<file path="src/rtl/can_arb_tx_serializer.sv">
// Purpose: serializes SOF + CAN arbitration/ID field (std or ext) onto tx with bit stuffing,
//          checking rx at each sample point for arbitration loss and bit errors.
// Latency: tx is registered (changes on the tx_pt edge); done/arb_lost/bit_err one cycle after sp.
// Backpressure: none; start is accepted only in IDLE, strobes outside the expected phase are ignored.
module can_arb_tx_serializer #(
    parameter int STUFF_LEN = 5
) (
    input  logic        clk,
    input  logic        reset,
    input  logic        tx_pt,
    input  logic        sp,
    input  logic        start,
    input  logic        ide,
    input  logic        rtr,
    input  logic [10:0] id_base,
    input  logic [17:0] id_ext,
    input  logic        rx,
    output logic        tx,
    output logic        busy,
    output logic        done,
    output logic        arb_lost,
    output logic        bit_err,
    output logic        run_bit,
    output logic [2:0]  run_len
);

    // Frame sequencing states
    localparam logic [1:0] S_IDLE    = 2'd0;
    localparam logic [1:0] S_WAIT_TX = 2'd1;
    localparam logic [1:0] S_DRIVE   = 2'd2;
    localparam logic [1:0] S_SAMPLE  = 2'd3;

    // Payload lengths including SOF
    localparam logic [5:0] STD_BITS = 6'd14;
    localparam logic [5:0] EXT_BITS = 6'd33;

    logic [1:0]  state_q,    state_d;
    logic [32:0] frame_q,    frame_d;     // payload bits, MSB = SOF, sent from bit 32 downward
    logic [5:0]  nbits_q,    nbits_d;     // number of payload bits in this frame
    logic [5:0]  idx_q,      idx_d;       // index of the next payload bit to drive
    logic        stuff_q,    stuff_d;     // bit currently on the line is a stuff bit
    logic        tx_q,       tx_d;
    logic        done_q,     done_d;
    logic        arb_q,      arb_d;
    logic        berr_q,     berr_d;
    logic        run_bit_q,  run_bit_d;
    logic [2:0]  run_len_q,  run_len_d;

    logic [32:0] frame_new;
    logic        pay_bit;
    logic        stuff_due;
    logic        last_payload;
    logic        err_arb;
    logic        err_bit;

    // Assemble the payload image from the request inputs (used only at start accept)
    always_comb begin
        frame_new = 33'd0;
        if (ide) begin
            // SOF, base ID, SRR=1, IDE=1, extended ID, RTR
            frame_new = {1'b0, id_base, 1'b1, 1'b1, id_ext, rtr};
        end else begin
            // SOF, base ID, RTR, IDE=0; remaining positions never sent
            frame_new = {1'b0, id_base, rtr, 1'b0, 19'd0};
        end
    end

    // Per-bit decode: next payload bit, stuffing need, and sample-point error conditions
    always_comb begin
        pay_bit      = frame_q[6'd32 - idx_q];
        stuff_due    = (run_len_q == 3'(STUFF_LEN));
        last_payload = !stuff_q && (idx_q == nbits_q);
        // Recessive sent but dominant read on an arbitration bit: another node wins.
        // SOF is dominant, so a recessive payload bit is always after SOF.
        err_arb      = tx_q && !rx && !stuff_q;
        // Dominant sent but recessive read, or a recessive stuff bit overwritten.
        err_bit      = (!tx_q && rx) || (tx_q && !rx && stuff_q);
    end

    // Next-state logic for the frame sequencer and line/stuff state
    always_comb begin
        state_d   = state_q;
        frame_d   = frame_q;
        nbits_d   = nbits_q;
        idx_d     = idx_q;
        stuff_d   = stuff_q;
        tx_d      = tx_q;
        done_d    = 1'b0;
        arb_d     = 1'b0;
        berr_d    = 1'b0;
        run_bit_d = run_bit_q;
        run_len_d = run_len_q;

        case (state_q)
            S_IDLE: begin
                if (start) begin
                    frame_d   = frame_new;
                    nbits_d   = ide ? EXT_BITS : STD_BITS;
                    idx_d     = 6'd0;
                    stuff_d   = 1'b0;
                    run_bit_d = 1'b1;
                    run_len_d = 3'd0;
                    state_d   = S_WAIT_TX;
                end
            end

            S_WAIT_TX: begin
                // SOF opens a fresh run of dominant bits
                if (tx_pt) begin
                    tx_d      = 1'b0;
                    run_bit_d = 1'b0;
                    run_len_d = 3'd1;
                    stuff_d   = 1'b0;
                    idx_d     = 6'd1;
                    state_d   = S_DRIVE;
                end
            end

            S_DRIVE: begin
                if (sp) begin
                    if (err_arb) begin
                        arb_d   = 1'b1;
                        tx_d    = 1'b1;
                        state_d = S_IDLE;
                    end else if (err_bit) begin
                        berr_d  = 1'b1;
                        tx_d    = 1'b1;
                        state_d = S_IDLE;
                    end else if (last_payload) begin
                        // tx keeps the last bit; the downstream serializer takes over the line
                        done_d  = 1'b1;
                        state_d = S_IDLE;
                    end else begin
                        state_d = S_SAMPLE;
                    end
                end
            end

            S_SAMPLE: begin
                if (tx_pt) begin
                    if (stuff_due) begin
                        tx_d      = ~run_bit_q;
                        run_bit_d = ~run_bit_q;
                        run_len_d = 3'd1;
                        stuff_d   = 1'b1;
                    end else begin
                        tx_d      = pay_bit;
                        run_bit_d = pay_bit;
                        run_len_d = (pay_bit == run_bit_q) ? run_len_q + 3'd1 : 3'd1;
                        stuff_d   = 1'b0;
                        idx_d     = idx_q + 6'd1;
                    end
                    state_d = S_DRIVE;
                end
            end

            default: begin
                tx_d    = 1'b1;
                state_d = S_IDLE;
            end
        endcase
    end

    // State registers; reset forces the line recessive immediately
    always_ff @(posedge clk or posedge reset) begin
        if (reset) begin
            state_q   <= S_IDLE;
            frame_q   <= 33'd0;
            nbits_q   <= 6'd0;
            idx_q     <= 6'd0;
            stuff_q   <= 1'b0;
            tx_q      <= 1'b1;
            done_q    <= 1'b0;
            arb_q     <= 1'b0;
            berr_q    <= 1'b0;
            run_bit_q <= 1'b1;
            run_len_q <= 3'd0;
        end else begin
            state_q   <= state_d;
            frame_q   <= frame_d;
            nbits_q   <= nbits_d;
            idx_q     <= idx_d;
            stuff_q   <= stuff_d;
            tx_q      <= tx_d;
            done_q    <= done_d;
            arb_q     <= arb_d;
            berr_q    <= berr_d;
            run_bit_q <= run_bit_d;
            run_len_q <= run_len_d;
        end
    end

    assign tx       = tx_q;
    assign busy     = (state_q != S_IDLE);
    assign done     = done_q;
    assign arb_lost = arb_q;
    assign bit_err  = berr_q;
    assign run_bit  = run_bit_q;
    assign run_len  = run_len_q;

endmodule
</file>
<file path="config.mk">
export PLATFORM = sky130hd
export DESIGN_NAME = can_arb_tx_serializer
export DESIGN_NICKNAME = d
export VERILOG_FILES = /design/src/rtl/can_arb_tx_serializer.sv
export SDC_FILE = /design/constraint.sdc
export NUM_CORES = 1
export LEC_CHECK = 0
export ABC_AREA = 1
export CORE_MARGIN = 2
export CORE_UTILIZATION = 40
export DETAILED_ROUTE_END_ITERATION = 8
export GPL_TIMING_DRIVEN = 0
export PLACE_DENSITY = 0.63
export SETUP_SLACK_MARGIN = 0.02
export SLEW_MARGIN = 20
export SYNTH_ARGS = -nofsm -noshare
export SYNTH_HDL_FRONTEND = slang
export SYNTH_SLANG_ARGS = --single-unit
</file>
<file path="constraint.sdc">
create_clock -name clk -period 2.7 [get_ports clk]
set_clock_uncertainty 0.15 [all_clocks]
set_input_delay 0.54 -clock clk [delete_from_list [all_inputs] [get_ports clk]]
set_output_delay 0.54 -clock clk [all_outputs]
set_load 0.05 [all_outputs]
</file>
* Word level (Yosys, flattened, before mapping)
Index checks and enable logic that the tools add are counted.
** Operators by class
- Add/sub/neg operators :: 3
- $lt $le $gt $ge :: 1
- Equal/unequal tests :: 13
- Mux-type cells :: 47
- Bitwise gates (word level) :: 1
- Reductions and logical operators :: 19
** Operator list (number)
- 6-bit 2-to-1 mux :: 5
- 1-bit 2-to-1 mux :: 23
- 21-bit 2-to-1 mux :: 1
- 6-bit one-hot mux with 3 select lines :: 1
- 3-bit 2-to-1 mux :: 5
- 2-bit 2-to-1 mux :: 6
- 2-bit != test, second input constant :: 5
- 5-bit AND reduction :: 2
- 1-bit one-hot mux with 3 select lines :: 3
- 3-bit one-hot mux with 3 select lines :: 1
- 6-bit by 7-bit < comparator with 1-bit output, second input constant :: 1
- 6-bit by 1-bit adder with 6-bit output, second input constant :: 1
- 1-bit binary-select mux with 6-bit select :: 1
- 6-bit == test :: 1
- 2-bit one-hot mux with 3 select lines :: 1
- 3-bit nonzero test :: 2
- 6-bit subtractor, first input constant :: 1
- 1-bit logical AND :: 5
- 2-bit == test, second input constant :: 2
- 4-bit AND reduction :: 1
- 3-bit by 1-bit adder with 3-bit output, second input constant :: 1
- 3-bit == test, second input constant :: 1
- 1-bit zero test :: 3
- 3-bit != test, second input constant :: 1
- other kinds (10) :: 10
** Word-level totals
- Bits in registers :: 55
- Bits of input ports :: 37
- Word-level logic and storage cells :: 95

* Longest topological paths before layout
- Depth after elaboration :: 8
- Mapped depth :: 15

* Worst setup path after synthesis
Ideal clock, no wire load.
- Path type :: flip-flop to flip-flop
- Start :: register idx_q[0]
- End :: register run_len_q[0] (netlist: run_len[0])
- Data arrival time :: 1.794 ns
- Path slack :: 0.638 ns
- Stages on the path, launching flop included :: 15
- Clock period less this slack :: 2.062 ns
- Path through :: dfrtp_1 -> inv_2 -> buf_6 -> ha_1 -> buf_2 -> inv_2 -> nand3_1 -> nand2_1 -> nand2_1 -> nand3_1 -> nand3_2 -> nand4_1 -> nand3_1 -> nand2_1 -> nand2_1
** Between the ends
- Longest elaborated chain between the ends :: 8
** Ends and longest elaborated chain
- from (decl) :: RTL line 40 : logic [5:0] idx_q, idx_d;
- from (signal assigned) :: RTL line 182 : idx_q <= idx_d;
- 6-bit subtractor :: RTL line 70 : pay_bit = frame_q[6'd32 - idx_q];
- 1-bit binary-select mux with 6-bit select :: RTL line 70
- 1-bit 2-to-1 mux (implied by the code) :: RTL line 70
- 1-bit == test :: RTL line 149 : run_len_d = (pay_bit == run_bit_q) ? run_len_q + 3'd1 : 3'd1;
- 3-bit 2-to-1 mux :: RTL line 149
- 3-bit 2-to-1 mux :: RTL line 141 : if (stuff_due) begin
- 3-bit 2-to-1 mux :: RTL line 140 : if (tx_pt) begin
- 3-bit one-hot mux with 3 select lines :: RTL line 94 : case (state_q)
- to (signal assigned) :: RTL line 189 : run_len_q <= run_len_d;
- to (decl) :: RTL line 47 : logic [2:0] run_len_q, run_len_d;
No other way between the ends. The select of a mux whose other input is x is not followed.
A chain may end at the register's enable or synchronous reset.

* Worst setup path in the final report
- Start :: register state_q[0]
- End :: output busy
** Between the ends
- Longest elaborated chain between the ends :: 1
** Ends and longest elaborated chain
- from (decl) :: RTL line 37 : logic [1:0] state_q, state_d;
- from (signal assigned) :: RTL line 179 : state_q <= state_d;
- 2-bit nonzero test :: RTL line 194 : assign busy = (state_q != S_IDLE);
- to (decl) :: RTL line 19 : output logic busy,
No other way between the ends.

==> flow_summary.toml <==
[clocking]
clk_transition_reported_paths_ns = 0.09
post_cts_buffers = 0
clockBufferDepth = 2
clock_sinks = 50
cts_tree = "built"
htree_levels = 2
holdBufCountCts = 0
cts_resized = 0
clock_latency_ns = 0.31
cts-root-buf = "clkbuf_8"
cts_made_buffers = 5

[detailed_routing]
wl_per_cell_um = 13.2
drc = 0
viasPerCell = 5.01
ant_nets = 0
dr.pass1.iters = 4
vias = 2382
wirelength_um = 6250
first_iter_violations = 90

[setup_path]
crit_start = "state_q[0]"
rr_endpoint = "run_len[1]"
cp_num_buf_inv = 2
worstPathCellList = "nor2_2 -> inv_2 -> clkdlybuf4s50_1"
cp.arrival_ns = 1.79
cp.required_ns = 2.01
r2r_cells = 12
cp-end-kind = "output port"
startpoint_type = "register"
crit_type = "reg -> out"
cp_max_fo = 7
worst-path-stages = 3
endpoint = "busy"
cp_top_family = "buffers and inverters"
rrSetupSlack_ns = 0.23
cp_slowest_cell = "clkdlybuf4s50_1"
cpPeakStageDelay_ns = 0.81
timing.rr.start = "idx_q[0]"

[grt]
grt_pass1_vias = 2261
grt_max_degree = 27
grtUsageTotal_pct = 18.2
antenna_found_initial = 0
grt_pass1_wl_um = 10700
grt_overflow = 0

[layout]
nNetsFinal = 439
regArea_um2 = 1250
most-common-layout-cells = "nand2_1 (81), nand3_1 (51), inv_1 (50), dfrtp_1 (48), clkdlybuf4s50_1 (45)"
layout_commonest_cell = "nand2_1"
multi_input_area_um2 = 1160
fin_area_um2 = 3350
drive_above_1_share_pct = 8.79
n_fill_cell = 635
finalNonFillerCells = 475
diodes = 0
area_delta_synth_final_pct = 23.8

[sta]
fmax_ghz = 0.404
fin_setup_tns_ns = 0
setup_viol = 0
fin_crit_sh_pct = 91.8
slew_viol_final = 0
grt_setup_unrepaired = "false"
tightest_slew_ns = 0.544
fin_crit_ns = 2.48
setup_ws_ns = 0.223
slew_headroom_pct = 63.7
final_hold_viol_count = 0

[logic_synthesis]
ys_async_sr_fraction_pct = 100
synthTopCellsByArea = "dfrtp_1 (44%), nand2_1 (11%), nand3_1 (9.4%)"
yosysTopAreaCell = "dfrtp_1"
ys_ff_latch = 50
avgSynthCellArea_um2 = 7.85
yosysWarningCount = 0
synth-edff-count = 0
synthesis.nets = 386
synth_area_um2 = 2710
ys_seq_area_share_pct = 46.3
yosysUniqueCellTypes = 37
yosysTopAreaCellShare_pct = 44.3
syn-instance-count = 345
synth-main-ff-cell = "dfrtp_1"

[worst_hold_path]
hold_class = "reg -> reg"
holdPathStages = 2

[pwr]
clkPwrFrac_pct = 11.5
p_sw_uw = 1740
max-vdd-ir-drop_mv = 0.423
pwr-share-comb_pct = 55.4
p_seq_share_pct = 33.1
p_int_uw = 1970
swShare_pct = 46.9
powerDensity_nw_per_um2 = 1110
p_leak_uw = 0.00160

[floorplanning]
rows = 29
initial_core_util_pct = 41.9
io_pins = 46
die-area_um2 = 7450
die_h_um = 86.3
core_area_um2 = 6460
die_w_um = 86.3

[placed_design]
placed_cells = 468
dpl_cell_area_um2 = 3280
dp_slack_ns = 0.264
port_buffers = 45
place_hpwl_um = 4650
place_congestion = 0.849

[job]
drv_cap = 0

[outcome]
outcome = "completed"
state kept, by name (all words and copies together) (netlist names):
register  count
arb_lost      1
frame_q      32
stuff_q       1
nbits_q       1
done          1
bit_err       1
run_len       3
run_bit       1
idx_q         6
tx            1
state_q       2
metrics by stage:
stage                     power (uW)  hold slack [ns]  utilization, %
after global routing            4040            0.369            51.9
after floorplan                 2750            0.281               -
after global placement          3270            0.316            50.4
after CTS                       3730            0.347            51.9
after detailed placement        3300            0.323            50.7
final                           3720            0.340            51.9
final cells by class:
type	count	share of cell area, %
sequential	50	37.4
inverter	56	6.68
tap	77	2.87
multi-input combinational	226	34.5
buffer	13	2.16
clock buffer	5	2.05
clock inverter	2	0.298
timing repair buffer	46	14.0
how the worst min path moves through the flow:
stage,startpoint,end
6_report,frame_q[17],frame_q[17]
5_1_grt,frame_q[12],frame_q[12]
4_1_cts,frame_q[17],frame_q[17]
3_5_place_dp,frame_q[17],frame_q[17]
3_3_place_gp,frame_q[17],frame_q[17]
2_1_floorplan,stuff_q,arb_lost
kinds of logic after synthesis:
logic type      count (synthesis)  share of synthesized area [%]
compound gates                 53                           11.0
simple gates                  165                           28.6
fa+ha+maj                       4                           1.85
flops                          50                           46.3
buf+inv                        69                           10.9
xor+xnor                        4                           1.29
routing by layer:
metal	track usage (%)	part of all wire, %	vias up
li1	-	-	1214
met1	26.0	51	1122
met2	28.4	44	39
met3	3.24	4.0	7
met4	5.54	1.3	0
met5	0	0	-
cells in the mapped netlist (3+ instances only):
master,instances
a21oi_1,6
buf_2,4
clkbuf_1,4
dfrtp_1,48
ha_1,4
inv_1,51
inv_2,4
nand2_1,81
nand3_1,51
nand3_2,3
nor2_1,15
nor3_1,5
o211ai_1,4
o21ai_0,32
o22ai_1,3
xor2_1,3
power groups by stage:
stage	clock, uW	combinational (uW)	sequential (uW)
after floorplan	0	1450	1300
after global placement	0	2030	1240
after detailed placement	0	2050	1250
after CTS	431	2070	1240
after global routing	461	2310	1270
final	427	2060	1230
worst register-to-register path, stage by stage (launching register included):
cell	delay (ns)
dfrtp_1	0.43
inv_2	0.18
buf_6	0.18
ha_1	0.23
buf_2	0.19
inv_2	0.19
o211ai_1	0.13
nand3_1	0.11
nand3_1	0.08
nand3_1	0.13
nand4_1	0.15
nand3_1	0.11
o21ai_0	0.09
No activity file was read; power rests on OpenSTA's default activity.
